==> config.mk <==
export PLATFORM = sky130hd
export DESIGN_NAME = soc_obi2apb
export DESIGN_NICKNAME = d
export VERILOG_FILES = /design/src/rtl/soc_obi2apb.sv
export SDC_FILE = /design/constraint.sdc
export NUM_CORES = 1
export LEC_CHECK = 0
export CAP_MARGIN = 10
export CORE_MARGIN = 1
export CORE_UTILIZATION = 50
export CTS_CLUSTER_SIZE = 25
export DETAILED_ROUTE_END_ITERATION = 8
export DONT_BUFFER_PORTS = 1
export PLACE_DENSITY = 0.75
export SLEW_MARGIN = 20
export SYNTH_ARGS = -nofsm -noshare
export SYNTH_HDL_FRONTEND = slang
export SYNTH_SLANG_ARGS = --single-unit
==> constraint.sdc <==
create_clock -name clk_i -period 2.7 [get_ports clk_i]
set_input_delay 0.405 -clock clk_i [delete_from_list [all_inputs] [get_ports clk_i]]
set_output_delay 0.405 -clock clk_i [all_outputs]
set_load 0.02 [all_outputs]
==> src/rtl/soc_obi2apb.sv <==
// OBI (64-bit data, 48-bit address) to APB (32-bit) bridge: one OBI transaction at a time,
// split into one or two APB beats by byte enables, with an optional per-beat watchdog.

package soc_bus_pkg;
    localparam int unsigned ObiAddrW = 48;
    localparam int unsigned ObiDataW = 64;
    localparam int unsigned ObiBeW   = 8;
    localparam int unsigned ObiIdW   = 4;
    localparam int unsigned ApbAddrW = 32;
    localparam int unsigned ApbDataW = 32;
    localparam int unsigned ApbStrbW = 4;

    typedef struct packed {
        logic [ObiAddrW-1:0] addr;
        logic                we;
        logic [ObiBeW-1:0]   be;
        logic [ObiDataW-1:0] wdata;
        logic [ObiIdW-1:0]   aid;
    } soc_obi_a_t;

    typedef struct packed {
        logic       req;
        soc_obi_a_t a;
    } soc_obi_req_t;

    typedef struct packed {
        logic [ObiDataW-1:0] rdata;
        logic [ObiIdW-1:0]   rid;
        logic                err;
    } soc_obi_r_t;

    typedef struct packed {
        logic       gnt;
        logic       rvalid;
        soc_obi_r_t r;
    } soc_obi_rsp_t;

    typedef struct packed {
        logic [ApbAddrW-1:0] paddr;
        logic [2:0]          pprot;
        logic                psel;
        logic                penable;
        logic                pwrite;
        logic [ApbDataW-1:0] pwdata;
        logic [ApbStrbW-1:0] pstrb;
    } soc_apb_req_t;

    typedef struct packed {
        logic                pready;
        logic [ApbDataW-1:0] prdata;
        logic                pslverr;
    } soc_apb_resp_t;
endpackage

module soc_obi2apb
    import soc_bus_pkg::*;
#(
    parameter logic [2:0]  PProt         = 3'b000,
    parameter bit          ErrOnHighAddr = 1'b1,
    parameter int unsigned TimeoutCycles = 255
) (
    input  logic          clk_i,
    input  logic          rst_i,
    input  soc_obi_req_t  obi_req_i,
    output soc_obi_rsp_t  obi_rsp_o,
    output soc_apb_req_t  apb_req_o,
    input  soc_apb_resp_t apb_rsp_i
);
    localparam int unsigned CntW = (TimeoutCycles > 1) ? $clog2(TimeoutCycles) : 1;

    typedef enum logic [1:0] {IDLE, SETUP, ACCESS, RESP} state_t;

    state_t              state;
    logic [28:0]         addr_q;
    logic                we_q;
    logic [3:0]          be_hi_q;
    logic [31:0]         wdata_hi_q;
    logic [ObiIdW-1:0]   aid_q;
    logic                half_q;
    logic                last_q;
    logic [63:0]         rdata_q;
    logic                err_q;
    logic [CntW-1:0]     cnt_q;

    logic                rvalid_q;
    logic [63:0]         rsp_rdata_q;
    logic [ObiIdW-1:0]   rsp_rid_q;
    logic                rsp_err_q;
    logic                psel_q;
    logic                penable_q;
    logic [31:0]         paddr_q;
    logic                pwrite_q;
    logic [31:0]         pwdata_q;
    logic [3:0]          pstrb_q;

    logic                gnt_c;
    logic                lo_c;
    logic                hi_c;
    logic                high_addr_c;
    logic                wd_fire_c;
    logic [63:0]         rdata_merge_c;
    logic                err_merge_c;
    logic                unused_c;

    assign gnt_c       = (state == IDLE) && obi_req_i.req;
    // be == 0 still performs one lower-half access with a zero strobe
    assign lo_c        = (obi_req_i.a.be[3:0] != 4'h0) || (obi_req_i.a.be == 8'h00);
    assign hi_c        = (obi_req_i.a.be[7:4] != 4'h0);
    assign high_addr_c = ErrOnHighAddr && (obi_req_i.a.addr[47:32] != 16'h0000);
    assign wd_fire_c   = (TimeoutCycles != 0) && (cnt_q == CntW'(TimeoutCycles - 1));
    assign err_merge_c = err_q | apb_rsp_i.pslverr;
    assign unused_c    = ^obi_req_i.a.addr[2:0];

    // Read data as it will look once the current beat's prdata is folded in
    always_comb begin
        rdata_merge_c = rdata_q;
        if (!we_q) begin
            if (half_q) rdata_merge_c[63:32] = apb_rsp_i.prdata;
            else        rdata_merge_c[31:0]  = apb_rsp_i.prdata;
        end
    end

    always_ff @(posedge clk_i) begin
        if (rst_i) begin
            state       <= IDLE;
            addr_q      <= '0;
            we_q        <= 1'b0;
            be_hi_q     <= '0;
            wdata_hi_q  <= '0;
            aid_q       <= '0;
            half_q      <= 1'b0;
            last_q      <= 1'b0;
            rdata_q     <= '0;
            err_q       <= 1'b0;
            cnt_q       <= '0;
            rvalid_q    <= 1'b0;
            rsp_rdata_q <= '0;
            rsp_rid_q   <= '0;
            rsp_err_q   <= 1'b0;
            psel_q      <= 1'b0;
            penable_q   <= 1'b0;
            paddr_q     <= '0;
            pwrite_q    <= 1'b0;
            pwdata_q    <= '0;
            pstrb_q     <= '0;
        end else begin
            case (state)
                IDLE: begin
                    if (gnt_c) begin
                        addr_q     <= obi_req_i.a.addr[31:3];
                        we_q       <= obi_req_i.a.we;
                        be_hi_q    <= obi_req_i.a.be[7:4];
                        wdata_hi_q <= obi_req_i.a.wdata[63:32];
                        aid_q      <= obi_req_i.a.aid;
                        rdata_q    <= '0;
                        cnt_q      <= '0;
                        half_q     <= !lo_c;
                        last_q     <= !(lo_c && hi_c);
                        err_q      <= high_addr_c;
                        if (high_addr_c) begin
                            state     <= RESP;
                            rvalid_q  <= 1'b1;
                            rsp_rid_q <= obi_req_i.a.aid;
                            rsp_err_q <= 1'b1;
                        end else begin
                            state     <= SETUP;
                            psel_q    <= 1'b1;
                            penable_q <= 1'b0;
                            paddr_q   <= {obi_req_i.a.addr[31:3], !lo_c, 2'b00};
                            pwrite_q  <= obi_req_i.a.we;
                            pwdata_q  <= lo_c ? obi_req_i.a.wdata[31:0] : obi_req_i.a.wdata[63:32];
                            pstrb_q   <= !obi_req_i.a.we ? 4'h0 :
                                         (lo_c ? obi_req_i.a.be[3:0] : obi_req_i.a.be[7:4]);
                        end
                    end
                end
                SETUP: begin
                    state     <= ACCESS;
                    penable_q <= 1'b1;
                    cnt_q     <= '0;
                end
                ACCESS: begin
                    // A pready in the timeout cycle takes priority over the abort
                    if (apb_rsp_i.pready) begin
                        rdata_q <= rdata_merge_c;
                        err_q   <= err_merge_c;
                        if (apb_rsp_i.pslverr || last_q) begin
                            state       <= RESP;
                            rvalid_q    <= 1'b1;
                            rsp_rdata_q <= rdata_merge_c;
                            rsp_rid_q   <= aid_q;
                            rsp_err_q   <= err_merge_c;
                            psel_q      <= 1'b0;
                            penable_q   <= 1'b0;
                            paddr_q     <= '0;
                            pwrite_q    <= 1'b0;
                            pwdata_q    <= '0;
                            pstrb_q     <= '0;
                        end else begin
                            state     <= SETUP;
                            half_q    <= 1'b1;
                            last_q    <= 1'b1;
                            penable_q <= 1'b0;
                            paddr_q   <= {addr_q, 1'b1, 2'b00};
                            pwdata_q  <= wdata_hi_q;
                            pstrb_q   <= we_q ? be_hi_q : 4'h0;
                        end
                    end else if (wd_fire_c) begin
                        state       <= RESP;
                        err_q       <= 1'b1;
                        rvalid_q    <= 1'b1;
                        rsp_rdata_q <= rdata_q;
                        rsp_rid_q   <= aid_q;
                        rsp_err_q   <= 1'b1;
                        psel_q      <= 1'b0;
                        penable_q   <= 1'b0;
                        paddr_q     <= '0;
                        pwrite_q    <= 1'b0;
                        pwdata_q    <= '0;
                        pstrb_q     <= '0;
                    end else if (TimeoutCycles != 0) begin
                        cnt_q <= cnt_q + CntW'(1);
                    end
                end
                RESP: begin
                    state       <= IDLE;
                    rvalid_q    <= 1'b0;
                    rsp_rdata_q <= '0;
                    rsp_rid_q   <= '0;
                    rsp_err_q   <= 1'b0;
                end
                default: state <= IDLE;
            endcase
        end
    end

    assign obi_rsp_o.gnt     = gnt_c;
    assign obi_rsp_o.rvalid  = rvalid_q;
    assign obi_rsp_o.r.rdata = rsp_rdata_q;
    assign obi_rsp_o.r.rid   = rsp_rid_q;
    assign obi_rsp_o.r.err   = rsp_err_q;

    assign apb_req_o.paddr   = paddr_q;
    assign apb_req_o.pprot   = PProt;
    assign apb_req_o.psel    = psel_q;
    assign apb_req_o.penable = penable_q;
    assign apb_req_o.pwrite  = pwrite_q;
    assign apb_req_o.pwdata  = pwdata_q;
    assign apb_req_o.pstrb   = pstrb_q;
endmodule

Word level (Yosys, flattened, before mapping) --
Index checks and enable logic that the tools add are counted.
Operators by class: $add $sub $neg 1, eq/ne operators 13, multiplexer cells 78, bitwise operators 1, reduce and logical (&&, ||, !) cells 26
Operator list (count):
- 32-bit 2-to-1 mux | 12
- 64-bit 2-to-1 mux | 6
- 64-bit one-hot mux with 2 select lines | 2
- 32-bit one-hot mux with 2 select lines | 2
- 4-bit 2-to-1 mux | 13
- 8-bit 2-to-1 mux | 3
- 8-bit one-hot mux with 3 select lines | 1
- 1-bit 2-to-1 mux | 23
- 4-bit AND reduction | 4
- 16-bit nonzero test | 1
- 2-bit inequality test, second input constant | 7
- 4-bit one-hot mux with 3 select lines | 1
- 2-bit 2-to-1 mux | 5
- 1-bit one-hot mux with 2 select lines | 5
- 5-bit AND reduction | 2
- 1-bit one-hot mux with 3 select lines | 3
- 3-bit AND reduction | 3
- 8-bit by 1-bit adder with 8-bit output, second input constant | 1
- 8-bit == test, second input constant | 1
- 8-bit zero test | 1
- 2-bit one-hot mux with 4 select lines | 1
- 4-bit one-hot mux with 2 select lines | 1
- 4-bit nonzero test | 2
- 3-bit inequality test, second input constant | 2
- other kinds (10) | 17
Storage, ports and cells: register bits 288, bits of input ports 162, output and inout bits 145, word-level logic and storage cells 140

Logic depth before layout (Yosys ltp) --
Gate-level depths: netlist of the first run.
depth in word-level cells 7, depth in mapped cells 9, gate-level depth less buffers 6

Worst setup path before layout of the first run --
OpenSTA, ideal clock, no wires.
kind input-to-reg, from in obi_req_i[111] (netlist bit), to reg paddr_q[10], library setup time 0.134 ns, arrival time 2.029 ns, slack 0.537 ns, stages 7, buffers on the path 3, path through or4_1 -> o41ai_4 -> and3_1 -> buf_2 -> buf_4 -> buf_4 -> a211oi_1
On the way: cells in the longest elaborated chain, start to end 3
RTL lines:
- start: declaration | RTL line 64 | input soc_obi_req_t obi_req_i,
- 16-bit nonzero test | RTL line 109 | assign high_addr_c = ErrOnHighAddr && (obi_req_i.a.addr[47:32] != 16'h0000);
- 2-bit inequality test (no source line)
- 4-bit AND reduction (no source line)
- end signal: assignment | RTL line 169 | paddr_q <= {obi_req_i.a.addr[31:3], !lo_c, 2'b00};
- end signal: assignment | RTL line 204 | paddr_q <= {addr_q, 1'b1, 2'b00};
- end: declaration | RTL line 91 | logic [31:0] paddr_q;
No other way between the ends. A chain may end at the register's enable or synchronous reset.

Worst setup path after layout of the first run --
from reg last_q, to reg rsp_err_q
On the way: cells in the longest elaborated chain, start to end 3
RTL lines:
- start: declaration | RTL line 80 | logic last_q;
- start signal: assignment | RTL line 158 | last_q <= !(lo_c && hi_c);
- 1-bit logical OR | RTL line 187 | if (apb_rsp_i.pslverr || last_q) begin
- 3-bit inequality test (no source line)
- 5-bit AND reduction (no source line)
- end signal: assignment | RTL line 192 | rsp_err_q <= err_merge_c;
- end: declaration | RTL line 88 | logic rsp_err_q;
No other way between the ends.

==> results of run 1 <==
==> sequential cells by signal (all words and copies together) (netlist names), 2 cells and up <==
register and count:
addr_q 29, aid_q 4, be_hi_q 4, cnt_q 8
paddr_q 30, pstrb_q 4, pwdata_q 32, rdata_q 64
rsp_rdata_q 64, rsp_rid_q 4, state 2, wdata_hi_q 32
==> metrics by stage <==
step	power, mW	utilization
CTS	10.8	0.614
global placement	6.19	0.520
finish	10.7	0.617
detailed placement	6.22	0.520
floorplan	5.92	-
global route	11.1	0.617
==> routing by layer <==
layer  GRT usage  vias to the layer above
li1            -                     5063
met1       0.318                     5295
met2       0.480                      549
met3      0.0933                       88
met4       0.106                        0
met5           0                        -
==> logic make-up after synthesis <==
kind of cell	count (synthesis)	share of synthesized area
AOI/OAI and AO/OA	476	0.278
and+or+nand+nor	359	0.130
DFF	286	0.474
buffers and inverters	158	0.0568
muxes	72	0.0599
adders and majority gates	2	0.00207
other	1	0.000310
==> layout make-up <==
type / count / area, um2
well taps: 319 / 399
diodes: 2 / 5.00
clock inverters: 7 / 139
inverters: 10 / 37.5
multi-input cells: 914 / 5760
clock buffers: 47 / 916
flip-flops and latches: 286 / 5730
repair buffers: 156 / 1590
fillers: 1946 / 9040
==> how the worst min path moves through the flow <==
stage	from	to	slack (ns)	cells after the start
floorplan	rvalid_q$_SDFFE_PP0P_	rvalid_q$_SDFFE_PP0P_	0.42	2
global placement	addr_q[8]$_SDFFE_PP0P_	addr_q[8]$_SDFFE_PP0P_	0.44	2
detailed placement	aid_q[3]$_SDFFE_PP0P_	aid_q[3]$_SDFFE_PP0P_	0.44	2
CTS	apb_rsp_i[18]	rdata_q[49]$_SDFFE_PP0P_	0.005	2
global route	apb_rsp_i[15]	rdata_q[14]$_SDFFE_PP0P_	0.01	2
finish	apb_rsp_i[18]	rdata_q[49]$_SDFFE_PP0P_	0.02	2
==> power by group through the flow <==
stage                     clock network [mW]  logic [mW]  registers (mW)
final                                   4.35        1.51            4.87
after detailed placement                   0        1.27            4.95
after global placement                     0        1.24            4.95
after floorplan                            0        1.06            4.86
after CTS                               4.43        1.46            4.86
after global routing                    4.59        1.63            4.90
==> repair_timing <==
| action | 4_1_cts | 5_1_grt |
|---|---|---|
| setup buffers | 0 | 6 |
| hold buffers | 115 | 0 |
| resized for setup | 0 | 3 |
| setup endpoints to repair | 0 | 42 |
| endpoints found under the hold margin | 210 | 0 |
==> cell usage after synthesis, drive strengths merged (4+ instances only) <==
| library cell | count |
|---|---|
| dfxtp | 286 |
| nand2 | 190 |
| clkbuf | 116 |
| a22oi | 93 |
| a21oi | 83 |
| nor2 | 74 |
| mux2i | 69 |
| a31oi | 68 |
| o2bb2ai | 64 |
| a21o | 40 |
| nand3 | 40 |
| a211oi | 36 |
| o21ai | 35 |
| a311oi | 34 |
| buf | 32 |
| inv | 9 |
| nor2b | 9 |
| or4 | 7 |
| nand4 | 6 |
| nor4 | 6 |
| a32oi | 4 |
| and3 | 4 |
| or3 | 4 |
==> worst reg2reg max path, delay by kind of cell (launching register included) <==
kind / cells / cell delay, ns
compound gates: 2 / 0.54
buf+inv: 1 / 0.60
flops: 1 / 0.34
simple gates: 2 / 0.96
==> key figures, run 1 <==
Outcome
  • Outcome: complete, no violations

Placement
  • Pre-CTS setup slack: 0.275 ns
  • Placed insts: 1564
  • Post-DP Area: 12300 um2
  • GPL Wtd Cong: 0.840
  • Post-DP HPWL: 20300 um
  • Port Buffer Count: 0

CTS
  • Clk Latency, worst-skew pair: 0.55 ns
  • Largest buffer count on any clock path: 3
  • Clock root cell: clkbuf_16
  • CTS tree: built
  • CTS buffer count: 30
  • H-tree depth: 1
  • Reg clk slew, reported paths: 0.06 ns
  • CTS Sinks: 286

Timing
  • Setup TNS: 0 ns
  • Final min period: 2.55 ns
  • Period utilization: 0.946
  • Count of final hold-check violations: 0
  • RSZ-0062 raised after global routing: no
  • Slew headroom: 0.538
  • Fmax achieved: 391 MHz
  • Worst slew pin tran: 0.693 ns
  • Layout Skew: 0.00885 ns
  • Setup violations, final: 0
  • Setup ws final: 0.146 ns
  • Slew Limit Fails: 0
  • Min Hold Slack: 0.0196 ns

Critical path
  • Worst path buffer plus inverter count: 1
  • Setup crit start: last_q$_SDFFE_PP0P_
  • CP Cell Sequence: or3b_2 -> or2_2 -> o2111ai_1 -> a221oi_1 -> dlygate4sd3_1
  • Register-to-register setup slack: 0.15 ns
  • CP max stage delay: 0.61 ns
  • Setup crit end: rsp_err_q$_SDFFE_PP0P_
  • Worst r2r path cells: 5
  • Critical Path AT: 2.98 ns
  • Slowest cell on the critical path: or3b_2
  • Cell family with most CP delay: simple AND/OR/NAND/NOR gates
  • FF-to-FF End: rsp_err_q$_SDFFE_PP0P_
  • Reg-to-reg critical path startpoint: last_q$_SDFFE_PP0P_
  • CP required: 3.13 ns
  • Critical path class: register to register
  • Startpoint Class: register
  • Setup crit end kind: register
  • Critical path peak fanout: 7
  • CP Depth: 5

Yosys
  • Synthesized area: 12100 um2
  • Syn Inst Count: 1354
  • Yosys warnings: 0
  • Post-synthesis register bit count: 286
  • Synth Flop Type: dfxtp_1
  • EDFF count, synth: 0
  • Syn_area_per_cell: 8.93 um2
  • Synth top area share: 0.474
  • Netlist cell types: 58
  • Ranking of synthesized cells by area: dfxtp_1 47%, nand2_1 5.9%, a22oi_1 5.8%
  • Fraction of registers with async set/reset: 0
  • Area leader, netlist: dfxtp_1
  • Post-synthesis sequential area ratio: 0.474

Detailed routing
  • Routed met2 length: 17500 um
  • Drt drc: 0
  • Routed WL: 36500 um
  • Met1 WL: 14000 um
  • Antenna viol nets, final: 0
  • DR iter-0 viols: 1228
  • First-pass DRT Iterations: 5
  • Vias: 11000
  • Routed length per instance: 21.0 um
  • Top sig layer: met4
  • Metal3 WL: 3860 um
  • Vias per Instance: 6.32

Power and ir drop
  • Switch Pwr: 2.91 mW
  • Logic pwr share: 0.141
  • Sw Share: 0.272
  • Clock share of power: 0.406
  • Internal Power: 7.81 mW
  • Power per cell area: 736 nW/um2
  • Seq pwr share: 0.454
  • Max VDD drop: 0.548 mV
  • LEAKAGE: 5.52 nW

Floorplan
  • Die ar.: 24800 um2
  • Cell Rows: 56
  • Number of I/O pins: 307
  • Overall die width: 158 um
  • Core area: 23600 um2
  • Starting density of the core: 0.512
  • Chip Height: 158 um

Final layout
  • Fin area: 14600 um2
  • Most frequent cells in the layout: 284 x dfxtp_1, 189 x nand2_1, 114 x dlygate4sd3_1
  • Area grow syn2layout: 20.5%
  • Share of cells above drive strength 1: 0.0796
  • Final net count: 1562
  • Non-Filler Instances: 1741
  • Most common cell after layout, fill and taps aside: dfxtp_1

GRT
  • Grt ovf: 0
  • Initial antenna violation count: 2
  • Largest net degree at the start of global routing: 130
  • First-pass GRT wire length: 55700 um
  • Total GRT Usage: 0.279
  • Vias in the first global route: 10600

Run
  • Max-cap violations: 0

Hold path
  • Min-delay worst type: input pin to register
Power figures use the tool's default switching activity.
==> inputs of run 2 (changes only) <==
--- a/config.mk
+++ b/config.mk
@@ -6,12 +6,14 @@
 export NUM_CORES = 1
 export LEC_CHECK = 0
 export CAP_MARGIN = 10
+export CELL_PAD_IN_SITES_DETAIL_PLACEMENT = 0
+export CELL_PAD_IN_SITES_GLOBAL_PLACEMENT = 1
 export CORE_MARGIN = 1
-export CORE_UTILIZATION = 50
+export CORE_UTILIZATION = 47
 export CTS_CLUSTER_SIZE = 25
 export DETAILED_ROUTE_END_ITERATION = 8
 export DONT_BUFFER_PORTS = 1
-export PLACE_DENSITY = 0.75
+export PLACE_DENSITY = 0.89
 export SLEW_MARGIN = 20
 export SYNTH_ARGS = -nofsm -noshare
 export SYNTH_HDL_FRONTEND = slang
==> run 2 against run 1 <==
Compared with the run above:
- global-route usage shrank 1.0 points
- highest routed layer unchanged
- critical path type is now input pin to register
- non-clock buffer count up 3
- largest power group unchanged
- die area increased by 6.3%
- sequential share of layout area down 0.14 points
==> key figures, run 2 (synthesis results as in run 1) <==
Outcome
  • Outcome: complete, no violations

Power and ir drop
  • LEAKAGE: 5.53 nW
  • Switch Pwr: 2.96 mW
  • Clock share of power: 0.409
  • Logic pwr share: 0.140
  • Sw Share: 0.274
  • Max VDD drop: 0.639 mV
  • Seq pwr share: 0.451
  • Internal Power: 7.83 mW
  • Power per cell area: 738 nW/um2

CTS
  • CTS buffer count: 30
  • H-tree depth: 1
  • Largest buffer count on any clock path: 3
  • CTS Sinks: 286
  • Post-CTS Setup Inserts: 0
  • Reg clk slew, reported paths: 0.06 ns
  • CTS tree: built
  • Clk Latency, worst-skew pair: 0.55 ns
  • Clock root cell: clkbuf_16

Critical path
  • Critical path peak fanout: 51
  • Worst path buffer plus inverter count: 2
  • Cell family with most CP delay: simple AND/OR/NAND/NOR gates
  • CP Cell Sequence: or4_1 -> o41ai_4 -> and3_2 -> buf_12 -> a311oi_1 -> dlygate4sd3_1
  • CP max stage delay: 0.64 ns
  • Critical path class: input pin to register
  • Critical Path AT: 2.97 ns
  • Startpoint Class: input pin
  • Slowest cell on the critical path: o41ai_4
  • Worst r2r path cells: 5
  • CP Depth: 6
  • CP required: 3.14 ns
  • Setup crit end kind: register

Hold path
  • Hold depth: 2
  • Min-delay worst type: input pin to register

Final layout
  • Area grow syn2layout: 21.0%
  • Most common cell after layout, fill and taps aside: dfxtp_1
  • Regs by FF count: rdata_q: 64 flops, rsp_rdata_q: 64 flops
  • Most frequent cells in the layout: 284 x dfxtp_1, 189 x nand2_1, 121 x dlygate4sd3_1
  • Fillers: 2170
  • N_diodes: 0
  • Share of cells above drive strength 1: 0.0786
  • Non-Filler Instances: 1755
  • Final net count: 1565

Detailed routing
  • Antenna viol nets, final: 0
  • First-pass DRT Iterations: 6
  • Routed length per instance: 20.9 um
  • Met1 WL: 14300 um
  • Metal3 WL: 3730 um
  • DR iter-0 viols: 895
  • Top sig layer: met4
  • Routed WL: 36700 um
  • Drt drc: 0
  • Vias per Instance: 6.22
  • Vias: 10900
  • Routed met2 length: 17300 um

Timing
  • Fmax achieved: 395 MHz
  • Setup TNS: 0 ns
  • Slew Limit Fails: 0
  • RSZ-0062 raised after global routing: no
  • Count of final hold-check violations: 0
  • Period utilization: 0.937
  • Final min period: 2.53 ns
  • Worst slew pin tran: 0.655 ns
  • Slew headroom: 0.563
  • Layout Skew: 0.0120 ns
  • Setup violations, final: 0

Floorplan
  • Core area: 25200 um2
  • Starting density of the core: 0.480
  • Die ar.: 26400 um2
  • Cell Rows: 58
  • Number of I/O pins: 307
  • Overall die width: 162 um
  • Chip Height: 162 um

Placement
  • Port Buffer Count: 0
  • Placed insts: 1577
  • Post-DP HPWL: 21300 um
  • GPL Wtd Cong: 0.814

Run
  • Max-cap violations: 0

GRT
  • Grt ovf: 0
  • Largest net degree at the start of global routing: 130
  • Vias in the first global route: 10700
  • Total GRT Usage: 0.268
  • First-pass GRT wire length: 57100 um
  • Initial antenna violation count: 0
[run 2: cell count changes in the layout (fill, tap and decap cells not counted), moves of 2 or more]
cell,change
buf_12,-2
buf_4,-2
clkinvlp_4,+2
diode_2,-2
dlygate4sd3_1,+7
[run 2: worst paths after layout]
kind                           start                  endpoint  slack, ns
max                   obi_req_i[111]  pwdata_q[7]$_SDFFE_PP0P_       0.17
min                    apb_rsp_i[19]  rdata_q[50]$_SDFFE_PP0P_       0.02
max reg2reg      last_q$_SDFFE_PP0P_    rsp_err_q$_SDFFE_PP0P_       0.20
min reg2reg  addr_q[19]$_SDFFE_PP0P_   addr_q[19]$_SDFFE_PP0P_       0.45
[run 2: area by class of cell]
| type | count | area [um2] | area share |
|---|---|---|---|
| well taps | 330 | 413 | 0.0282 |
| inverters | 10 | 37.5 | 0.00257 |
| clock inverters | 10 | 159 | 0.0109 |
| clock buffers | 46 | 912 | 0.0624 |
| multi-input cells | 914 | 5770 | 0.394 |
| repair buffers | 159 | 1610 | 0.110 |
| flip-flops and latches | 286 | 5730 | 0.392 |
[run 2: repair_timing]
action | 4_1_cts | 5_1_grt
setup endpoints to repair | 0 | 63
gates resized for setup | 0 | 4
hold endpoints to repair | 210 | 0
hold buffers | 122 | 0
[run 2: power groups by stage]
stage | Combinational (mW) | Clock [mW] | Sequential (mW)
2_1_floorplan | 1.06 | 0 | 4.86
3_3_place_gp | 1.25 | 0 | 4.95
3_5_place_dp | 1.28 | 0 | 4.95
4_1_cts | 1.49 | 4.48 | 4.86
5_1_grt | 1.65 | 4.65 | 4.89
6_report | 1.51 | 4.41 | 4.87
[run 2: stage by stage]
step	cell area, um2	setup slack, ns	utilization	power, mW	hold slack (ns)
after detailed placement	12300	0.149	0.489	6.23	0.441
after global placement	12300	0.227	0.489	6.20	0.438
after floorplan	12100	0.537	-	5.92	0.423
after global routing	14600	0.00904	0.581	11.2	0.00339
final	14600	0.169	0.581	10.8	0.0175
after CTS	14600	0.0479	0.580	10.8	0.000251
[run 2: layer usage]
metal  global-route usage  vias to the layer above
li1                     -                     5069
met1                0.317                     5277
met2                0.458                      493
met3               0.0797                       84
met4               0.0995                        0
met5                    0                        -
[run 2: worst reg2reg max path, cell delays in order (launching register included)]
cell	delay, ns
dfxtp_1	0.33
or3b_2	0.61
or2_2	0.35
o2111ai_1	0.32
a221oi_1	0.19
dlygate4sd3_1	0.59
